--- src/rtl/register.sv ---
// rtl/register.sv - two-entry register file (R0, R1) with two read ports.
// Defining REGISTER_BYPASS_EN forwards the write data to the matching read port during the write cycle.
module register #(
  parameter int               WIDTH     = 4,
  parameter logic [WIDTH-1:0] RESET_VAL = '0
) (
  input  logic             clk,
  input  logic             reset,
  input  logic [WIDTH-1:0] data_in,
  input  logic             write_en,
  input  logic             select_line,
  output logic [WIDTH-1:0] R0,
  output logic [WIDTH-1:0] R1,
  output logic [WIDTH-1:0] read_data1,
  output logic [WIDTH-1:0] read_data2
);

  logic [WIDTH-1:0] r0_q;
  logic [WIDTH-1:0] r1_q;

  // Reset wins over a write issued in the same cycle.
  always_ff @(posedge clk) begin
    if (!reset) begin
      r0_q <= RESET_VAL;
      r1_q <= RESET_VAL;
    end else if (write_en) begin
      if (select_line) r1_q <= data_in;
      else             r0_q <= data_in;
    end
  end

  assign R0 = r0_q;
  assign R1 = r1_q;

`ifdef REGISTER_BYPASS_EN
  // Write-through keeps the ALU operands current in the same cycle as the write.
  assign read_data1 = (reset && write_en && !select_line) ? data_in : r0_q;
  assign read_data2 = (reset && write_en &&  select_line) ? data_in : r1_q;
`else
  assign read_data1 = r0_q;
  assign read_data2 = r1_q;
`endif

endmodule

--- config.mk ---
export PLATFORM = sky130hd
export DESIGN_NAME = register
export DESIGN_NICKNAME = d
export VERILOG_FILES = /design/src/rtl/register.sv
export SDC_FILE = /design/constraint.sdc
export NUM_CORES = 1
export LEC_CHECK = 0
export CORE_AREA = 2 2 39 41
export DETAILED_ROUTE_END_ITERATION = 12
export DIE_AREA = 0 0 41 43
export PLACE_DENSITY_LB_ADDON = 0.08
export SYNTH_ARGS = -nofsm -noshare
export SYNTH_HDL_FRONTEND = slang
export SYNTH_SLANG_ARGS = --single-unit
export TNS_END_PERCENT = 5
--- constraint.sdc ---
create_clock -name clk -period 0.8 [get_ports clk]
set_input_delay 0.08 -clock clk [delete_from_list [all_inputs] [get_ports clk]]
set_output_delay 0.08 -clock clk [all_outputs]
set_load 0.02 [all_outputs]
Word level (Yosys, flattened, before mapping)
Cells that the tools add are included.
{"block": "word_totals", "reg_bits": 8, "inputBits": 8, "output_inout_bits": 16, "wordCells": 5}
{"block": "op_classes", "bitwise_logic": 1, "reduce_logical": 2}
{"op": "2-bit AND reduction", "n": 2}
{"op": "1-bit inverter", "n": 1}

Longest topological paths before layout
{"block": "logic_depth", "word_depth": 2, "ltp_mapped": 3, "mapped_depth_nobuf": 2}

Worst setup path before layout
OpenSTA, ideal clock, no wires.
{"block": "synth_timing", "path_type": "register to output", "from": "register r0_q[0], in the netlist R0[0]", "to": "output read_data1[0]", "arrival_ps": 616, "t_required_ps": 720, "setup_slack_ps": 104, "stages_incl_launch_ff": 2, "path_buffers": 1, "cell_sequence": "dfxtp_1 > buf_4"}
{"item": "from (decl)", "line": "18", "rtl": "logic [WIDTH-1:0] r0_q;"}
{"item": "from (signal assigned)", "line": "28", "rtl": "else r0_q <= data_in;"}
{"item": "to (decl)", "line": "14", "rtl": "output logic [WIDTH-1:0] read_data1,"}
No word-level cell between the ends.

Final worst setup path
{"block": "layout_timing", "from": "register r0_q[3], in the netlist R0[3]", "to": "output read_data1[3]"}
No word-level cell between the ends.

==> impl_metrics.tcl <==
set metrics [dict create \
    tightest_slew_ps 143 \
    synthSimpleGateAreaFrac 0.149 \
    io_pins 24 \
    syn_nets 49 \
    hpwl_um 636 \
    grt_first_pass_wirelength_um 1300 \
    path_clk_slew_ps 60 \
    drtPass1Iterations 4 \
    r2r-start "R1[1]" \
    fin_area_um2 633 \
    first_global_vias 311 \
    slowest_delay_ps 350 \
    finalHoldViolations 0 \
    core_mm2 0.00138 \
    cts_tree "built" \
    place.gp.congestion 0.567 \
    die_h_um 43 \
    synthAdderAreaFrac 0 \
    synth_most_common_cell "nand2_1" \
    drv_slew 0 \
    cts_buffers 3 \
    synth_top_area_share 0.416 \
    maxCapViolCount 0 \
    critPathSlowestCell "dfxtp_4" \
    overflow 0 \
    hp-start "write_en" \
    timing.final.ws_setup_ps -8.75 \
    cp-start-kind "register" \
    drtIter0Drc 6 \
    p_per_area_mw_per_mm2 1570 \
    synth_top_family_by_area "buffers and inverters" \
    nets 72 \
    totalWireLength_um 875 \
    num_rows 14 \
    synth.cell_area_um2 385 \
    synth_seq_cells 8 \
    netlist_top_cells_count "nand2_1 (12), buf_4 (8), dfxtp_1 (8), mux2i_1 (8), buf_6 (2)" \
    htree_num_levels 1 \
    synthXorXnorAreaFrac 0 \
    crit_buf_inv 1 \
    period_minus_slack_ps 809 \
    synthDistinctLibCells 8 \
    muxShareOfSynthArea 0.208 \
    power.total_mw 0.994 \
    violations "negative setup slack" \
    antenna_cells 0 \
    hold_ws_ps 236 \
    syn_inst 41 \
    die_w_um 41 \
    hold_class "in2reg" \
    cp_max_fo 3 \
    seqCellArea_um2 173 \
    crit_family "flip-flops" \
    setup_violations 10 \
    crit_type "reg2out" \
    outcome "finished, violations left" \
    final.period_utilization 1.01 \
    crit_path_end_kind "output port" \
    grt_start_max_net_pins 7 \
    postRouteAntennaNets 0 \
    cp.required_ps 720 \
    insertion_delay_ps 250 \
    cts-root-buf "clkbuf_4" \
    worstPathArrival_ps 730 \
    crit_path_cell_trace "buf_6" \
    fill_cells 133 \
    multiInputGateArea_um2 143 \
    final_core_util 0.458 \
    dpl_cell_area_um2 593 \
    synth_compound_area_frac 0 \
    maxSlewHeadroom 0.902 \
    rsz0062_at_grt "true" \
    max_freq_mhz 1240 \
    synthArstFlopShare 0 \
    yosys_most_used_dff "dfxtp_1" \
    syn2layout_area_growth_pct 64.3 \
    io_buffers 23 \
    initial_core_util 0.278 \
    irDropWorstVdd_uv 821 \
    die_area_mm2 0.00176 \
    wl_per_cell_um 11.2 \
    clk_path_buf_depth 2 \
    cts_sinks 8 \
    antenna_found_initial 0 \
    synthTopCellsByArea "dfxtp_1 (42%), mux2i_1 (21%), buf_4 (16%)" \
    grt_usage 0.114 \
    syn_area_per_cell_um2 9.40 \
    drc 0 \
    yosysTopAreaCell "dfxtp_1" \
    synth_edf_count 0 \
    viasPerCell 4.18 \
    p_leak_nw 0.314 \
    clock_skew_ps 0 \
    drive_gt1_frac 0.565 \
    ys_seq_area_frac 0.416 \
    startpoint "R0[3]" \
    yosysWarnings 0 \
    vias 326 \
]
[logic make-up (layout without fill, tap and decap cells)]
logic type             after synthesis  in the layout
flip-flops                           8              8
multiplexers                         8              8
buffers and inverters               11             32
AND/OR/NAND/NOR                     14             14
[routing by layer]
layer | global-route usage | vias to the layer above | routed length [um]
met5 | 0 | - | 0
met4 | 0.100 | 0 | 10
met3 | 0.0209 | 2 | 103
met2 | 0.169 | 19 | 440
met1 | 0.129 | 141 | 322
li1 | - | 164 | -
[cells in the final DEF, fill, tap and decap left out, drive strengths merged]
cell	instances
nand2b	1
clkbuf	3
buf	22
dlymetal6s2s	1
dfxtp	8
nand2	12
mux2i	8
and2	1
clkdlybuf4s50	6
[through the flow]
step,setup TNS (ps),worst slack [ps],cells
6_report,-30.9,-8.75,78
4_1_cts,-173,-22.7,78
3_3_place_gp,-5520,-276,75
2_1_floorplan,0,104,41
5_1_grt,-512,-37.1,78
3_5_place_dp,-5930,-330,75
[final cells by class]
class,count,area share
clock buffer,3,0.0356
tap,16,0.0316
multi-input combinational,22,0.225
timing repair buffer,29,0.435
sequential,8,0.273
[power by group]
group | internal, mW | switching [mW]
Clock | 0.172 | 0.140
Sequential | 0.422 | 0.0195
Combinational | 0.135 | 0.107
Total | 0.728 | 0.266
[state kept, by name, indices dropped and copies added (netlist names)]
register,cells
R1,4
R0,4
[timing repair]
action / in CTS / in global routing
setup buffers: 0 / 0
setup endpoints to repair: 24 / 23
hold buffers: 0 / 0
gates resized for setup: 91 / 12
[final timing paths]
path	end	slack (ps)	cells after the start
setup / recovery	read_data1[3]	-9	1
setup reg to reg	R1[1]	80	3
hold reg to reg	R1[3]	480	2
hold / removal	R0[2]	240	3
Power figures use the tool's default switching activity.
